## src/rtl/mining_pkg.sv

```systemverilog
//------------------------------------------------------------------------------
// Module  : mining_pkg
// Brief   : Shared state encoding and default widths for the nonce sequencer.
// Revision: 1.0  initial release
//------------------------------------------------------------------------------
`default_nettype none

package mining_pkg;

    localparam int HASH_W_DEF  = 256;
    localparam int NONCE_W_DEF = 32;
    localparam int DIFF_W_DEF  = 9;
    localparam int CNT_W_DEF   = 32;

    typedef enum logic [2:0] {
        ST_IDLE      = 3'd0,
        ST_LAUNCH    = 3'd1,
        ST_WAIT      = 3'd2,
        ST_CHECK     = 3'd3,
        ST_FOUND     = 3'd4,
        ST_EXHAUSTED = 3'd5
    } state_e;

endpackage

`default_nettype wire

```

## src/rtl/mining_lzc.sv

```systemverilog
//------------------------------------------------------------------------------
// Module  : mining_lzc
// Brief   : Combinational leading-zero count; an all-zero input yields HASH_W.
// Revision: 1.0  initial release
//------------------------------------------------------------------------------
`default_nettype none

module mining_lzc
    import mining_pkg::*;
#(
    parameter int HASH_W = HASH_W_DEF,
    parameter int DIFF_W = DIFF_W_DEF
) (
    input  logic [HASH_W-1:0] data_i,
    output logic [DIFF_W-1:0] count_o
);

    // Ascending scan: the highest set bit is the last one to write the count.
    always_comb begin
        count_o = DIFF_W'(HASH_W);
        for (int i = 0; i < HASH_W; i++) begin
            if (data_i[i]) begin
                count_o = DIFF_W'(HASH_W - 1 - i);
            end
        end
    end

endmodule

`default_nettype wire

```

## src/rtl/mining_nonce_ctrl.sv

```systemverilog
//------------------------------------------------------------------------------
// Module  : mining_nonce_ctrl
// Brief   : Sweeps a nonce range through a hash core and reports the first digest
//           meeting a runtime leading-zero difficulty, or range exhaustion.
// Revision: 1.0  initial release
//------------------------------------------------------------------------------
`default_nettype none

module mining_nonce_ctrl
    import mining_pkg::*;
#(
    parameter int HASH_W  = HASH_W_DEF,
    parameter int NONCE_W = NONCE_W_DEF,
    parameter int DIFF_W  = DIFF_W_DEF,
    parameter int CNT_W   = CNT_W_DEF
) (
    input  logic               clock,
    input  logic               reset,
    input  logic               start,
    input  logic               abort,
    input  logic [DIFF_W-1:0]  difficulty,
    input  logic [NONCE_W-1:0] nonce_start,
    input  logic [NONCE_W-1:0] nonce_end,
    output logic               core_start,
    output logic [NONCE_W-1:0] core_nonce,
    input  logic               core_done,
    input  logic [HASH_W-1:0]  core_hash,
    output logic               busy,
    output logic               found,
    output logic               exhausted,
    output logic [NONCE_W-1:0] found_nonce,
    output logic [HASH_W-1:0]  found_hash,
    output logic [CNT_W-1:0]   attempts
);

    state_e             state_q,       state_d;
    logic [NONCE_W-1:0] nonce_q,       nonce_d;
    logic [NONCE_W-1:0] nonce_end_q,   nonce_end_d;
    logic [DIFF_W-1:0]  diff_q,        diff_d;
    logic [HASH_W-1:0]  hash_q,        hash_d;
    logic [NONCE_W-1:0] found_nonce_q, found_nonce_d;
    logic [HASH_W-1:0]  found_hash_q,  found_hash_d;
    logic [CNT_W-1:0]   attempts_q,    attempts_d;

    logic [DIFF_W-1:0]  w_lzc;
    logic [DIFF_W-1:0]  w_thr;
    logic               w_hit;

    mining_lzc #(
        .HASH_W (HASH_W),
        .DIFF_W (DIFF_W)
    ) u_lzc (
        .data_i  (hash_q),
        .count_o (w_lzc)
    );

    // Difficulties beyond the digest width collapse to "all bits zero".
    assign w_thr = (diff_q > DIFF_W'(HASH_W)) ? DIFF_W'(HASH_W) : diff_q;
    assign w_hit = (w_lzc >= w_thr);

    always_ff @(posedge clock) begin
        if (reset) begin
            state_q       <= ST_IDLE;
            nonce_q       <= '0;
            nonce_end_q   <= '0;
            diff_q        <= '0;
            hash_q        <= '0;
            found_nonce_q <= '0;
            found_hash_q  <= '0;
            attempts_q    <= '0;
        end else begin
            state_q       <= state_d;
            nonce_q       <= nonce_d;
            nonce_end_q   <= nonce_end_d;
            diff_q        <= diff_d;
            hash_q        <= hash_d;
            found_nonce_q <= found_nonce_d;
            found_hash_q  <= found_hash_d;
            attempts_q    <= attempts_d;
        end
    end

    always_comb begin
        state_d       = state_q;
        nonce_d       = nonce_q;
        nonce_end_d   = nonce_end_q;
        diff_d        = diff_q;
        hash_d        = hash_q;
        found_nonce_d = found_nonce_q;
        found_hash_d  = found_hash_q;
        attempts_d    = attempts_q;

        if (abort) begin
            state_d = ST_IDLE;
        end else begin
            case (state_q)
                ST_IDLE, ST_FOUND, ST_EXHAUSTED: begin
                    if (start) begin
                        diff_d      = difficulty;
                        nonce_d     = nonce_start;
                        nonce_end_d = nonce_end;
                        attempts_d  = '0;
                        state_d     = ST_LAUNCH;
                    end
                end
                ST_LAUNCH: state_d = ST_WAIT;
                ST_WAIT: begin
                    if (core_done) begin
                        hash_d  = core_hash;
                        state_d = ST_CHECK;
                    end
                end
                ST_CHECK: begin
                    if (attempts_q != '1) begin
                        attempts_d = attempts_q + 1'b1;
                    end
                    if (w_hit) begin
                        found_nonce_d = nonce_q;
                        found_hash_d  = hash_q;
                        state_d       = ST_FOUND;
                    end else if (nonce_q == nonce_end_q) begin
                        state_d = ST_EXHAUSTED;
                    end else begin
                        nonce_d = nonce_q + 1'b1;
                        state_d = ST_LAUNCH;
                    end
                end
                default: state_d = ST_IDLE;
            endcase
        end
    end

    assign core_start  = (state_q == ST_LAUNCH);
    assign core_nonce  = nonce_q;
    assign busy        = (state_q == ST_LAUNCH) || (state_q == ST_WAIT) || (state_q == ST_CHECK);
    assign found       = (state_q == ST_FOUND);
    assign exhausted   = (state_q == ST_EXHAUSTED);
    assign found_nonce = found_nonce_q;
    assign found_hash  = found_hash_q;
    assign attempts    = attempts_q;

endmodule

`default_nettype wire

```

## config.mk

```make
export PLATFORM = sky130hd
export DESIGN_NAME = mining_nonce_ctrl
export DESIGN_NICKNAME = d
export VERILOG_FILES = /design/src/rtl/mining_pkg.sv /design/src/rtl/mining_lzc.sv /design/src/rtl/mining_nonce_ctrl.sv
export SDC_FILE = /design/constraint.sdc
export NUM_CORES = 2
export LEC_CHECK = 0
export CAP_MARGIN = 5
export CORE_AREA = 2 2 267 269
export CTS_BUF_LIST = sky130_fd_sc_hd__clkbuf_2
export DETAILED_ROUTE_END_ITERATION = 8
export DIE_AREA = 0 0 269 271
export DONT_BUFFER_PORTS = 1
export HOLD_SLACK_MARGIN = 0.15
export PLACE_DENSITY = 0.55
export SLEW_MARGIN = 40
export SYNTH_ARGS = -nofsm -noshare
export SYNTH_HDL_FRONTEND = slang
export SYNTH_SLANG_ARGS = --single-unit
export TNS_END_PERCENT = 20
```

## constraint.sdc

```tcl
create_clock -name clock -period 4.8 [get_ports clock]
set_input_delay 0 -clock clock [delete_from_list [all_inputs] [get_ports clock]]
set_output_delay 0 -clock clock [all_outputs]
set_load 0.02 [all_outputs]
```

==> flow_summary_export.csv, run 1 <==
group,metric,value,unit
run_status,status,"stopped before the end",
run_status,lastStage,"clock tree synthesis",
run_status,first-error,"[ERROR RSZ-0060] Max buffer count reached.",
yosys,synth.ff_latch_count,652,
yosys,synthCells,3716,
clocking,clock-root-buffer,"sky130_fd_sc_hd__clkbuf_2",
placed_design,dp.cells,4525,
yosys,ys_async_sr_fraction,0,%
yosys,synth-edff-count,0,
floorplan,number_of_core_rows,97,
clocking,clock_sink_count,652,
yosys,synth_area,0.0275,sq mm
clocking,htreeDepth,4,
yosys,synth.most_common_cell,"sky130_fd_sc_hd__nand2_1",
floorplan,start_util,39.4,%
clocking,post_cts_hold_buffer_count,966,
yosys,avg_cell_area_syn,7.41,sq um
yosys,synthTopCellsByArea,"sky130_fd_sc_hd__dfxtp_1 47%, sky130_fd_sc_hd__nand2_1 17%, sky130_fd_sc_hd__a21oi_1 12%, sky130_fd_sc_hd__clkbuf_1 2.9%, sky130_fd_sc_hd__nor2_1 2.4%",
yosys,post_synth_top_area_cell,"sky130_fd_sc_hd__dfxtp_1",
clocking,cts_buffers,174,
floorplan,dieHeight,271,um
placed_design,hpwl,73300,um
yosys,postSynth.topFlopCell,"sky130_fd_sc_hd__dfxtp_1",
yosys,yosysWarnings,0,
placed_design,place_congestion,0.876,
yosys,synth.yosys.seq_area_share,47.4,%
placed_design,buffer_ports.inserted,0,
clocking,ctsLongestPathBuffers,3,
clocking,cts.repair.resized,2,
yosys,synthTopCellsByCount,"1265 x sky130_fd_sc_hd__nand2_1, 687 x sky130_fd_sc_hd__a21oi_1, 652 x sky130_fd_sc_hd__dfxtp_1, 212 x sky130_fd_sc_hd__clkbuf_1, 178 x sky130_fd_sc_hd__nor2_1",
yosys,area_fraction_of_the_dominant_cell_type_after_synthesis,47.4,%
floorplan,die_width,269,um
yosys,yosys.cell_types.count,75,
floorplan,number_of_top_level_pins,690,
clocking,post-cts-setup-buffers,3,
yosys,synthesis.nets,4061,
per-stage QoR:
stage	utilization [%]	setup slack [ns]	hold WS [ns]	instance area [sq um]
2_1_floorplan	-	0.979	0.136	27500
3_3_place_gp	41.3	-0.0553	0.0819	28800
3_5_place_dp	41.3	-0.0887	0.0867	28800
cell families after synthesis:
kind of cell	share of synthesized area [%]
flops	47.4
mux	0.109
simple gates	27.4
xor+xnor	1.97
buf+inv	4.16
fa+ha+maj	0.500
compound gates	18.4
==> run 2: changes to the inputs <==
CORE_AREA = default   (was 2 2 267 269)
CORE_MARGIN = 2   (was default)
CORE_UTILIZATION = 40   (was default)
CTS_BUF_LIST = default   (was sky130_fd_sc_hd__clkbuf_2)
DIE_AREA = default   (was 0 0 269 271)
HOLD_SLACK_MARGIN = default   (was 0.15)
PLACE_DENSITY = default   (was 0.55)
PLACE_DENSITY_LB_ADDON = 0.15   (was default)
==> run 2 against run 1 <==
  * The flow now finishes, with violations (negative hold slack)
  * Area after synthesis did not move
  * Synthesized cell count stayed put
==> flow_summary_export.csv, run 2 <==
group,metric,value,unit
global_route,grt_first_pass_wirelength,162000,um
final_layout,number_of_cells_in_the_finished_layout_apart_from_fillers,5195,
timing,layout_worst_path_cycle_share,94.0,%
yosys,synthesis.nets,4061,
yosys,yosys.cell_types.count,75,
setup_path,worstPathCellList,"or4_1 > nor4_1 > o2111a_1 > o31ai_2 > a21oi_1 > o21ai_0 > ha_1 > o21ai_0 > a21o_1 > a21oi_1 > o32a_1 > a21oi_1 > buf_4 > o21a_1 > nor3_1 > dlygate4sd3_1",
yosys,synthTopCellsByArea,"sky130_fd_sc_hd__dfxtp_1 47%, sky130_fd_sc_hd__nand2_1 17%, sky130_fd_sc_hd__a21oi_1 12%, sky130_fd_sc_hd__clkbuf_1 2.9%, sky130_fd_sc_hd__nor2_1 2.4%",
setup_path,worstSetupEndpointType,"register",
detailed_routing,wl_met3,7890,um
floorplan,start_util,40.3,%
clocking,clock_latency,0.63,ns
yosys,area_fraction_of_the_dominant_cell_type_after_synthesis,47.4,%
clocking,clock-root-buffer,"sky130_fd_sc_hd__clkbuf_16",
setup_path,timing.critical_path.mode_cell,"sky130_fd_sc_hd__a21oi_1",
timing,maxSlewViolCount,0,
setup_path,critical_path_arrival,5.01,ns
floorplan,number_of_core_rows,96,
floorplan,die_width,266,um
placed_design,dp.cells,4429,
final_layout,synthToLayoutAreaGrowth,35.8,%
yosys,synthTopCellsByCount,"1265 x sky130_fd_sc_hd__nand2_1, 687 x sky130_fd_sc_hd__a21oi_1, 652 x sky130_fd_sc_hd__dfxtp_1, 212 x sky130_fd_sc_hd__clkbuf_1, 178 x sky130_fd_sc_hd__nor2_1",
detailed_routing,vias_per_cell,5.51,
clocking,post_cts_hold_buffer_count,615,
global_route,global_route.overflow_total,0,
placed_design,buffer_ports.inserted,0,
yosys,synth-edff-count,0,
run_status,status,"finished, violations left",
final_layout,final_instance_area,0.0374,sq mm
global_route,first_global_vias,27431,
setup_path,crit_type,"register to register",
clocking,cts_tree,"built",
timing,worst_slack,0.287,ns
yosys,yosysWarnings,0,
clocking,htreeDepth,3,
yosys,synth.ff_latch_count,652,
timing,timing.fmax,0.222,GHz
final_layout,utilization,54.7,%
floorplan,dieArea,0.0709,sq mm
setup_path,max_stage_delay,0.63,ns
final_layout,layout_commonest_cell,"sky130_fd_sc_hd__nand2_1",
floorplan,core_area,0.0683,sq mm
detailed_routing,routed.top_layer,"met5",
placed_design,dp_slack,0.00526,ns
yosys,ys_async_sr_fraction,0,%
detailed_routing,via_count,28601,
timing,max_slew_margin,0.421,%
power,total_power,12400,uW
yosys,synth.most_common_cell,"sky130_fd_sc_hd__nand2_1",
clocking,ctsLongestPathBuffers,3,
timing,worst-slew-pin-transition,1.49,ns
detailed_routing,detail_route.wl_per_cell,20.8,um
detailed_routing,antenna_violating_nets_post_route,0,
clocking,path_clk_slew,0.06,ns
floorplan,dieHeight,266,um
yosys,avg_cell_area_syn,7.41,sq um
setup_path,critPathLaunchType,"register",
timing,fin_skew,0.0363,ns
floorplan,number_of_top_level_pins,690,
run_status,violations,"negative hold slack",
global_route,global_routing_usage_summed_across_all_routing_layers,29.0,%
hold_path,timing.hold.worst.class,"input port to register",
placed_design,place_congestion,0.881,
setup_path,required,5.29,ns
timing,worst_hold_slack,-0.537,ns
final_layout,final_net_count,4585,
setup_path,regToRegSetupSlack,0.29,ns
yosys,synthCells,3716,
timing,report.final.hold_viol_count,198,
detailed_routing,drt_iter0_markers,2461,
placed_design,placement.cell_area,0.0285,sq mm
power,power_density,331,mW/mm^2
yosys,synth_area,0.0275,sq mm
clocking,clock_sink_count,652,
detailed_routing,drtPass1Iterations,6,
global_route,grt_start_max_net_pins,614,
timing,final_setup_violations,0,
setup_path,critical_path_peak_fanout,7,
power,total_leakage_power,0.0137,uW
detailed_routing,drt-met1-wl,44000,um
detailed_routing,remaining_drc_errors,0,
power,worst_ir_drop_vdd,0.239,mV
detailed_routing,drt-total-wl,108000,um
flow_run,max_cap_violations,0,
final_layout,layout_common_cells,"1264 x sky130_fd_sc_hd__nand2_1, 687 x sky130_fd_sc_hd__a21oi_1, 652 x sky130_fd_sc_hd__dfxtp_1",
final_layout,filler_cell_count,6505,
placed_design,hpwl,72500,um
global_route,antenna_found_initial,19,
timing,finalWorstPathRequiredPeriod,4.51,ns
setup_path,critical-path-slowest-cell,"sky130_fd_sc_hd__or4_1",
detailed_routing,wl_met2,52000,um
yosys,post_synth_top_area_cell,"sky130_fd_sc_hd__dfxtp_1",
yosys,postSynth.topFlopCell,"sky130_fd_sc_hd__dfxtp_1",
final_layout,share_of_cells_above_drive_strength_1,5.37,%
yosys,synth.yosys.seq_area_share,47.4,%
clocking,cts_buffers,75,
[run 2: critical path: cells and delay by family (launching register included)]
family,cells,cell delay (ns)
and+or+nand+nor,3,1.11
buffers and inverters,2,0.75
DFF,1,0.34
AOI/OAI and AO/OA,10,1.89
adders and majority gates,1,0.31
[run 2: repair_timing]
item / in CTS / in global routing
resized for setup: 1 / 8
setup endpoints to repair: 8 / 247
endpoints found under the hold margin: 631 / 310
buffers inserted: 0 / 0
[run 2: cell families (layout without fill, tap and decap cells)]
logic type	count (synthesis)	in the layout	share of synthesized area, %
compound gates	904	904	18.4
xor+xnor	62	62	1.97
fa+ha+maj	11	11	0.500
buf+inv	295	880	4.16
flops	652	652	47.4
mux	3	3	0.109
other cells	0	12	0
simple gates	1789	1789	27.4
[run 2: layout make-up]
cell class                 count  area (sq um)  share of cell area, %
tap                          882          1100                   2.95
clock inverter                25           358                  0.957
inverter                      59           221                  0.592
clock buffer                 113          2220                   5.94
sequential                   652         13100                   34.9
timing repair buffer         683          6940                   18.6
antenna                       12          30.0                 0.0803
multi-input combinational   2769         13500                   36.0
[run 2: worst paths after layout]
| kind | from | endpoint | depth (start not counted) |
|---|---|---|---|
| worst max-delay path | hash_q[96]$_SDFFE_PP0P_ | state_q[2]$_SDFFE_PP0P_ | 16 |
| worst min-delay path | reset | found_hash[124]$_SDFFE_PP0P_ | 1 |
| worst max register to register | hash_q[96]$_SDFFE_PP0P_ | state_q[2]$_SDFFE_PP0P_ | 16 |
| worst min register to register | hash_q[206]$_SDFFE_PP0P_ | found_hash[206]$_SDFFE_PP0P_ | 2 |
[run 2: routing by layer]
layer	track usage, %	vias to the layer above
met5	0	-
met4	11.4	14
met3	6.71	229
met2	48.7	1031
met1	35.9	13610
li1	-	13717
[run 2: report_power, final]
part           total [uW]  leakage (uW)  switching (uW)  internal [uW]
combinational         838       0.00720             404            434
sequential           5550       0.00526            93.5           5450
clock                5990       0.00126            2400           3590
[run 2: metrics by stage]
| stage | hold WS [ns] | TNS [ns] |
|---|---|---|
| after floorplan | 0.136 | 0 |
| after global placement | 0.0863 | -0.221 |
| after detailed placement | 0.0876 | 0 |
| after CTS | -0.534 | 0 |
| after global routing | -0.562 | -0.175 |
| final | -0.537 | 0 |
Power figures use the tool's default switching activity.
